File: config.mk
export PLATFORM = sky130hd
export DESIGN_NAME = iob_timer_alarm_ctrl
export DESIGN_NICKNAME = d
export VERILOG_FILES = /design/src/rtl/iob_timer_alarm_pkg.sv /design/src/rtl/iob_timer_alarm_slot.sv /design/src/rtl/iob_timer_alarm_ctrl.sv
export SDC_FILE = /design/constraint.sdc
export NUM_CORES = 1
export LEC_CHECK = 0
export ABC_AREA = 1
export CORE_UTILIZATION = 40
export DETAILED_ROUTE_END_ITERATION = 7
export SETUP_SLACK_MARGIN = 0.05
export SLEW_MARGIN = 20
export SYNTH_ARGS = -nofsm -noshare
export SYNTH_HDL_FRONTEND = slang
export SYNTH_SLANG_ARGS = --single-unit
export TNS_END_PERCENT = 5
File: constraint.sdc
create_clock -name clk_i -period 4.2 [get_ports clk_i]
set_clock_uncertainty 0.2 [all_clocks]
set_input_delay 0.42 -clock clk_i [delete_from_list [all_inputs] [get_ports clk_i]]
set_output_delay 0.42 -clock clk_i [all_outputs]
set_load 0.03 [all_outputs]
File: src/rtl/iob_timer_alarm_pkg.sv
// Shared constants, slot index width helper and slot record for the timer alarm scheduler.
package iob_timer_alarm_pkg;

    localparam int unsigned N_ALARMS_DEF = 4;
    localparam int unsigned TIME_W_DEF   = 64;

    function automatic int unsigned id_width(input int unsigned n);
        return (n > 1) ? $clog2(n) : 1;
    endfunction

    typedef struct packed {
        logic                  armed;
        logic                  pending;
        logic [TIME_W_DEF-1:0] deadline;
    } slot_t;

endpackage

File: src/rtl/iob_timer_alarm_slot.sv
// One alarm slot: deadline, armed and pending state with arm/cancel/fire/ack priority.
module iob_timer_alarm_slot
    import iob_timer_alarm_pkg::*;
#(
    parameter int unsigned TIME_W = TIME_W_DEF
) (
    input  logic              clk_i,
    input  logic              cke_i,
    input  logic              rst_i,
    input  logic              arm_i,
    input  logic [TIME_W-1:0] arm_deadline_i,
    input  logic              cancel_i,
    input  logic              hit_i,
    input  logic              ack_i,
    output logic              fire_o,
    output logic              armed_o,
    output logic              pending_o,
    output logic              pending_d_o,
    output logic [TIME_W-1:0] deadline_o
);

    logic              armed_q, armed_d;
    logic              pending_q, pending_d;
    logic [TIME_W-1:0] deadline_q, deadline_d;

    always_comb begin
        // A cancel landing on the scan hit suppresses the fire entirely.
        fire_o     = hit_i & armed_q & ~cancel_i;
        armed_d    = armed_q;
        pending_d  = pending_q;
        deadline_d = deadline_q;
        if (arm_i) begin
            armed_d    = 1'b1;
            deadline_d = arm_deadline_i;
        end else if (cancel_i || fire_o) begin
            armed_d = 1'b0;
        end
        if (fire_o) begin
            pending_d = 1'b1;
        end else if (ack_i) begin
            pending_d = 1'b0;
        end
    end

    always_ff @(posedge clk_i) begin
        if (rst_i) begin
            armed_q    <= 1'b0;
            pending_q  <= 1'b0;
            deadline_q <= '0;
        end else if (cke_i) begin
            armed_q    <= armed_d;
            pending_q  <= pending_d;
            deadline_q <= deadline_d;
        end
    end

    assign armed_o     = armed_q;
    assign pending_o   = pending_q;
    assign pending_d_o = pending_d;
    assign deadline_o  = deadline_q;

endmodule

File: src/rtl/iob_timer_alarm_ctrl.sv
// Alarm scheduler sharing one timer among N_ALARMS requesters via a round-robin comparator scan.
module iob_timer_alarm_ctrl
    import iob_timer_alarm_pkg::*;
#(
    parameter  int unsigned N_ALARMS = N_ALARMS_DEF,
    parameter  int unsigned TIME_W   = TIME_W_DEF,
    localparam int unsigned ID_W     = id_width(N_ALARMS)
) (
    input  logic                clk_i,
    input  logic                cke_i,
    input  logic                rst_i,
    input  logic [TIME_W-1:0]   time_i,
    input  logic                sw_en_i,
    output logic                timer_en_o,
    input  logic                arm_valid_i,
    input  logic [ID_W-1:0]     arm_id_i,
    input  logic [TIME_W-1:0]   arm_deadline_i,
    output logic                arm_ready_o,
    input  logic                cancel_valid_i,
    input  logic [ID_W-1:0]     cancel_id_i,
    input  logic [N_ALARMS-1:0] ack_i,
    output logic [N_ALARMS-1:0] armed_o,
    output logic [N_ALARMS-1:0] pending_o,
    output logic [N_ALARMS-1:0] alarm_o,
    output logic                irq_o
);

    logic [ID_W-1:0]     ptr_q, ptr_d;
    logic [N_ALARMS-1:0] alarm_q;
    logic                irq_q;

    logic [N_ALARMS-1:0] armed, pending, pending_nxt, fire;
    logic [N_ALARMS-1:0] arm_sel, cancel_sel, hit_sel;
    logic [TIME_W-1:0]   deadline [N_ALARMS];
    logic                sel_armed, scan_hit;
    logic [TIME_W-1:0]   sel_deadline;

    always_comb begin
        arm_ready_o  = 1'b0;
        cancel_sel   = '0;
        sel_armed    = 1'b0;
        sel_deadline = '0;
        for (int unsigned k = 0; k < N_ALARMS; k++) begin
            if (arm_id_i == ID_W'(k)) arm_ready_o = ~armed[k];
            if (cancel_id_i == ID_W'(k)) cancel_sel[k] = cancel_valid_i;
            if (ptr_q == ID_W'(k)) begin
                sel_armed    = armed[k];
                sel_deadline = deadline[k];
            end
        end
    end

    // Single shared comparator on the slot under the scan pointer.
    assign scan_hit = sel_armed & (time_i >= sel_deadline);

    always_comb begin
        arm_sel = '0;
        hit_sel = '0;
        for (int unsigned k = 0; k < N_ALARMS; k++) begin
            arm_sel[k] = arm_valid_i & arm_ready_o & (arm_id_i == ID_W'(k));
            hit_sel[k] = scan_hit & (ptr_q == ID_W'(k));
        end
        ptr_d = (ptr_q == ID_W'(N_ALARMS - 1)) ? '0 : ptr_q + ID_W'(1);
    end

    for (genvar g = 0; g < N_ALARMS; g++) begin : g_slot
        iob_timer_alarm_slot #(
            .TIME_W(TIME_W)
        ) u_slot (
            .clk_i          (clk_i),
            .cke_i          (cke_i),
            .rst_i          (rst_i),
            .arm_i          (arm_sel[g]),
            .arm_deadline_i (arm_deadline_i),
            .cancel_i       (cancel_sel[g]),
            .hit_i          (hit_sel[g]),
            .ack_i          (ack_i[g]),
            .fire_o         (fire[g]),
            .armed_o        (armed[g]),
            .pending_o      (pending[g]),
            .pending_d_o    (pending_nxt[g]),
            .deadline_o     (deadline[g])
        );
    end

    always_ff @(posedge clk_i) begin
        if (rst_i) begin
            ptr_q   <= '0;
            alarm_q <= '0;
            irq_q   <= 1'b0;
        end else if (cke_i) begin
            ptr_q   <= ptr_d;
            alarm_q <= fire;
            irq_q   <= |pending_nxt;
        end else begin
            alarm_q <= '0;
        end
    end

    assign timer_en_o = sw_en_i | (|armed);
    assign armed_o    = armed;
    assign pending_o  = pending;
    assign alarm_o    = alarm_q;
    assign irq_o      = irq_q;

endmodule

# Yosys cells after proc, flatten, opt, wreduce, memory -nomap -nowiden
# Cells that the tools add are included.
[classes]
n_div = 0
n_reduce_logical = 22
addsub = 1
n_eq_ne = 9
bitwise = 28
muxes = 33
mul = 0
n_lt_le_gt_ge = 1
shift = 0
[ops]
columns = ["cell", "count"]
rows = [
  ["2-to-1 mux 64 bit", 4],
  ["greater-or-equal comparator 64 bit", 1],
  ["2-to-1 mux 1 bit", 28],
  ["AND 1 bit", 18],
  ["AND reduction 2 bit", 8],
  ["== test 2 bit (second input constant)", 6],
  ["inverter 1 bit", 9],
  ["nonzero test 2 bit", 4],
  ["OR reduction 4 bit", 2],
  ["== test 2 x 1 -> 1 bit (second input constant)", 3],
  ["logical NOT 2 bit", 3],
  ["logical OR 1 bit", 4],
  ["adder 2 x 1 -> 2 bit (second input constant)", 1],
  ["2-to-1 mux 2 bit", 1],
  ["OR reduction 2 bit", 1],
  ["OR 1 bit", 1],
]
[totals]
ramBits = 0
out_inout_bits = 15
memories = 0
latchBits = 0
reg_bits = 271
mem_bits_ro = 0

# Longest topological paths before layout
# Gate-level depths: netlist of run 1.
[depth]
ltp_word = 13
depth_mapped = 27

# Hierarchy
# A second synthesis of run 1 with hierarchy kept.
[hier_totals]
hier_cells = 1963
hier_area_um2 = 13656.8
[modules_own_cells]
columns = ["mod", "seq_area_each_um2", "area_per_inst_um2", "n_inst", "cells_each"]
rows = [
  ["iob_timer_alarm_slot", 1321.3, 2379.8, 4, 298],
  ["iob_timer_alarm_ctrl", 140.1, 4137.7, 1, 771],
]

# Least setup slack after synthesis of run 1
# OpenSTA, ideal clock, no wires.
[synth_timing]
kind = "register -> register"
start = "register ptr_q[1]"
end = "register g_slot[3].u_slot.armed_q"
arrival_time_ns = 2.874
setup_slack_ns = 0.993
stages_incl_launch_ff = 21
synth_period_minus_slack_ns = 3.207
cell_sequence = "dfxtp_1 -> inv_1 -> ha_1 -> clkinv_1 -> clkbuf_1 -> clkbuf_1 -> nand3_1 -> o211ai_1 -> a22oi_1 -> ha_1 -> nand2_1 -> nor2_1 -> nand4_1 -> nor2_1 -> nand2_1 -> nor2_1 -> nand2_1 -> nand2_1 -> a21boi_0 -> o21ai_0 -> a21oi_1"
[synth_via]
elab_chain_len = 13
word_cells_on_any_way = 20
cone_classes = "order compare: 1; eq/ne: 3; mux: 8; bitwise: 4; reduce/logical: 4"
[synth_lines]
columns = ["element", "line", "text"]
rows = [
  ["start: declaration", "iob_timer_alarm_ctrl.sv:28", "logic [ID_W-1:0] ptr_q, ptr_d;"],
  ["start signal: assignment", "iob_timer_alarm_ctrl.sv:92", "ptr_q <= ptr_d;"],
  ["logical NOT 2 bit", "iob_timer_alarm_ctrl.sv:46", "if (ptr_q == ID_W'(k)) begin"],
  ["2-to-1 mux 64 bit (4 in series)", "iob_timer_alarm_ctrl.sv:46", ""],
  ["greater-or-equal comparator 64 bit", "iob_timer_alarm_ctrl.sv:54", "assign scan_hit = sel_armed & (time_i >= sel_deadline);"],
  ["AND 1 bit", "iob_timer_alarm_ctrl.sv:54", ""],
  ["AND 1 bit (*)", "iob_timer_alarm_ctrl.sv:61", "hit_sel[k] = scan_hit & (ptr_q == ID_W'(k));"],
  ["AND 1 bit (*) (2 in series)", "iob_timer_alarm_slot.sv:28", "fire_o = hit_i & armed_q & ~cancel_i;"],
  ["logical OR 1 bit (*)", "iob_timer_alarm_slot.sv:35", "end else if (cancel_i || fire_o) begin"],
  ["nonzero test 2 bit (no line) (*)", "-", ""],
  ["AND reduction 2 bit (no line) (*)", "-", ""],
  ["end signal: assignment", "iob_timer_alarm_slot.sv:51", "armed_q <= armed_d;"],
  ["end: declaration", "iob_timer_alarm_slot.sv:22", "logic armed_q, armed_d;"],
]
# Every way passes the cells marked *; elsewhere a longest branch is shown, timed or not.
# A chain may end at the register's enable or synchronous reset.

# Worst setup path after layout of run 1
[layout_timing]
start = "register ptr_q[1]"
end = "register irq_q (netlist: irq_o)"
[layout_via]
elab_chain_len = 12
word_cells_on_any_way = 31
cone_classes = "order compare: 1; eq/ne: 3; mux: 12; bitwise: 13; reduce/logical: 2"
[layout_lines]
columns = ["element", "line", "text"]
rows = [
  ["logical NOT 2 bit", "iob_timer_alarm_ctrl.sv:46, iob_timer_alarm_ctrl.sv:61", ""],
  ["2-to-1 mux 64 bit (4 in series)", "iob_timer_alarm_ctrl.sv:46", ""],
  ["greater-or-equal comparator 64 bit", "iob_timer_alarm_ctrl.sv:54", ""],
  ["AND 1 bit", "iob_timer_alarm_ctrl.sv:54", ""],
  ["AND 1 bit", "iob_timer_alarm_ctrl.sv:61", ""],
  ["AND 1 bit (2 in series)", "iob_timer_alarm_slot.sv:28", ""],
  ["2-to-1 mux 1 bit", "iob_timer_alarm_slot.sv:38", "if (fire_o) begin"],
  ["OR reduction 4 bit (*)", "iob_timer_alarm_ctrl.sv:94", "irq_q <= |pending_nxt;"],
  ["end signal: assignment", "iob_timer_alarm_ctrl.sv:94", ""],
  ["end: declaration", "iob_timer_alarm_ctrl.sv:30", "logic irq_q;"],
]
# Marked as above.

==> flow_summary.yaml, run 1 <==
sta:
  tns_ps: 0
  finalCritPeriodShare: 0.873
  worst_pin_slew_ps: 681
  layout_setup_ws_ps: 535
  rsz0062_at_grt: "no"
  fin_crit_ps: 3660
  fmax_mhz: 273
  max_slew_margin: 0.545
  setup_viol: 0
  hold_slack_ps: 240
  final_hold_viol_count: 0
  finalMaxSlewViolations: 0
setup_path:
  cpMostUsedCell: "nand2_1"
  rr_endpoint: "irq_o$_SDFFE_PP0P_"
  crit_chain: "inv_1 -> ha_2 -> inv_4 -> buf_16 -> o21ai_0 -> o21ai_0 -> o21ai_0 -> ha_1 -> nand2_1 -> nor2_1 -> nand2_1 -> nor2_1 -> nand2_1 -> nand2_1 -> nor2_1 -> nand2_1 -> nand2_1 -> nand2_2 -> nand4_1 -> nand2_1 -> nor2_1 -> a21oi_1"
  crit_slowest_cell: "dfxtp_1"
  crit_required_ps: 4490
  crit_arrival_ps: 3950
  cp-start-kind: "flip-flop"
  cp_max_fo: 57
  r2r_setup_slack_ps: 540
  crit_type: "reg2reg"
  regToRegStartpoint: "ptr_q[1]$_SDFFE_PP0P_"
  endpoint_kind: "flip-flop"
  crit_family: "simple AND/OR/NAND/NOR gates"
  cp_num_buf_inv: 3
  reg2reg_depth: 22
  max_stage_delay_ps: 420
placement:
  pre_cts_ws_ps: 227
  place_congestion: 0.794
  portBuffers: 156
  dp_hpwl_um: 22600
synth:
  synth-main-ff-cell: "dfxtp_1"
  avgSynthCellArea_sq_um: 7.38
  yosysWarnings: 0
  synth_top_area_frac: 0.406
  syn_inst: 1809
  ys_ff_latch: 271
  synth_most_common_cell: "a21oi_1"
  syn_nets: 2019
  synth-edff-count: 0
  synth_area_leaders: "dfxtp_1 41%, a21oi_1 13%, o21ai_0 11%, inv_1 8.3%, o21ai_1 6.8%"
  synth_largest_area_cell: "dfxtp_1"
  synthesis.area_sq_um: 13300
  ys_types: 30
  synth_common_cells: "359 x a21oi_1, 294 x inv_1, 284 x o21ai_0"
  seq_area_frac_synth: 0.406
  async_flop_share: 0
power_and_ir_drop:
  power_switching_mw: 1.68
  clock_power_share: 0.422
  p_int_mw: 4.70
  p_leak_nw: 5.72
  power_frac_comb: 0.157
  ir_drop_mv: 0.325
  swShare: 0.264
  seqPwrFrac: 0.421
  power_density_nw_per_um2: 397
drt:
  dr.pass1.iters: 4
  drt_wl_total_um: 36300
  vias: 11869
  dr.first_iter.drc_count: 686
  avgViaCountPerCell: 5.07
  drc: 0
  antenna_left: 0
  wl_per_cell_um: 15.5
layout:
  multi_input_area_sq_um: 6090
  seq_area_sq_um: 5430
  area_growth_pct: 20.5
  num-nets-final: 2088
  nFillCells: 3272
  final_layout_size_suffix_gt1_frac: 0.0469
floorplan:
  die_x_um: 185
  pin_count: 157
  core_area_sq_um: 32700
  dieArea_sq_um: 34100
  num_rows: 66
  start_util: 0.408
  die_height_um: 185
global_routing:
  grt_max_degree: 130
  grt_pass1_vias: 11198
  antenna_found_initial: 1
  track_usage: 0.215
  grt-ovfl-total: 0
  grt_pass1_wl_um: 58500
clock_network:
  clkSinkCount: 271
  clockRootBuffer: "clkbuf_16"
  path_clk_slew_ps: 60
  post_cts_resized: 0
  cts_tree: "yes"
  cts_buffers: 30
  cts-hold-fix-buffers: 0
  postCtsSetupBuffers: 0
  clock_path_buffers: 3
  clock_latency_ps: 550
  cts_max_level: 1
min_path:
  hold_path_depth: 2
  hold_class: "reg2reg"
  min_to: "g_slot[1].u_slot.deadline_o[18]$_SDFFE_PP0P_"
  holdCritStartpoint: "g_slot[1].u_slot.deadline_o[18]$_SDFFE_PP0P_"
outcome:
  status: "finished clean"
flow_run:
  max_cap_violations: 0
[worst max path at each step]
stage | from | cells after the start | end | slack (ps)
floorplan | ptr_q[1]$_SDFFE_PP0P_ | 20 | g_slot[3].u_slot.armed_o$_SDFFE_PP0P_ | 990
global placement | ptr_q[0]$_SDFFE_PP0P_ | 22 | irq_o$_SDFFE_PP0P_ | 270
detailed placement | ptr_q[0]$_SDFFE_PP0P_ | 20 | irq_o$_SDFFE_PP0P_ | 230
CTS | ptr_q[0]$_SDFFE_PP0P_ | 20 | irq_o$_SDFFE_PP0P_ | 180
global route | ptr_q[1]$_SDFFE_PP0P_ | 23 | irq_o$_SDFFE_PP0P_ | 130
finish | ptr_q[1]$_SDFFE_PP0P_ | 22 | irq_o$_SDFFE_PP0P_ | 540
[layer usage]
layer,wire length (um),share of wire,global-route usage,vias to the layer above
met3,1380,0.038,0.0239,55
met5,0,0,0,-
met2,16900,0.46,0.366,215
li1,-,-,-,6243
met4,837,0.023,0.0602,0
met1,17200,0.47,0.286,5356
[cells by family after synthesis]
kind of cell	after synthesis	synth area share
adder cells (fa/ha/maj)	68	0.0637
AO/OA/AOI/OAI	865	0.333
buffers and inverters	439	0.142
AND/OR/NAND/NOR	166	0.0541
flip-flops	271	0.406
[flip-flops by register name, summed over array words and instances (netlist names)]
signal / flops
g_slot.u_slot.deadline_o: 256
g_slot.u_slot.pending_o: 4
ptr_q: 2
irq_o: 1
alarm_o: 4
g_slot.u_slot.armed_o: 4
[power groups by stage]
stage	clock network, mW	registers, mW	logic, mW
4_1_cts	2.76	2.69	1.01
2_1_floorplan	0	2.74	0.607
3_3_place_gp	0	2.74	0.984
6_report	2.70	2.69	1.00
5_1_grt	2.86	2.70	1.14
3_5_place_dp	0	2.74	0.999
[per-stage QoR]
step / util / instance area, sq um / total power [mW] / cells
floorplan: - / 13300 / 3.34 / 1809
global route: 0.492 / 16100 / 6.70 / 2342
CTS: 0.491 / 16100 / 6.45 / 2341
detailed placement: 0.460 / 15000 / 3.74 / 2288
global placement: 0.460 / 15000 / 3.73 / 2288
finish: 0.492 / 16100 / 6.39 / 2342
[worst register-to-register path, stage by stage (launching register included)]
cell and delay [ps]:
dfxtp_1 420, inv_1 110, ha_2 240, inv_4 150, buf_16 250, o21ai_0 100, o21ai_0 160, o21ai_0 180
ha_1 330, nand2_1 50, nor2_1 140, nand2_1 80, nor2_1 150, nand2_1 70, nand2_1 60, nor2_1 30
nand2_1 190, nand2_1 100, nand2_2 140, nand4_1 140, nand2_1 120, nor2_1 50, a21oi_1 120
[placed cells by master (no fill, tap or decap), drive strengths merged]
| master | n |
|---|---|
| a22oi | 15 |
| dfxtp | 271 |
| diode | 1 |
| or2 | 3 |
| a21oi | 359 |
| nand4 | 8 |
| o221ai | 1 |
| clkbuf | 47 |
| o211ai | 15 |
| inv | 296 |
| a221oi | 1 |
| clkdlybuf4s50 | 156 |
| ha | 68 |
| nand2 | 88 |
| nand3 | 30 |
| nor2 | 28 |
| clkinv | 5 |
| bufinv | 2 |
| o21a | 2 |
| buf | 23 |
| o31ai | 1 |
| o21ai | 466 |
| a211oi | 1 |
| a21o | 3 |
| nor3 | 9 |
| a21boi | 1 |
[area by class of cell]
type                            instances  area share
Clock buffer                           47      0.0582
Tap cell                              442      0.0344
Sequential cell                       271       0.337
Multi-Input combinational cell       1099       0.379
Antenna cell                            1    0.000156
Inverter                              297      0.0698
Clock inverter                          6     0.00537
Timing Repair Buffer                  179       0.116
Note: power is estimated with default switching activity, not from simulation.
==> inputs of run 2 (changes only) <==
- SLEW_MARGIN: 20 -> not set
==> results of run 2 <==
Same layout as run 1: the final DEF is identical, and so are final timing and power.
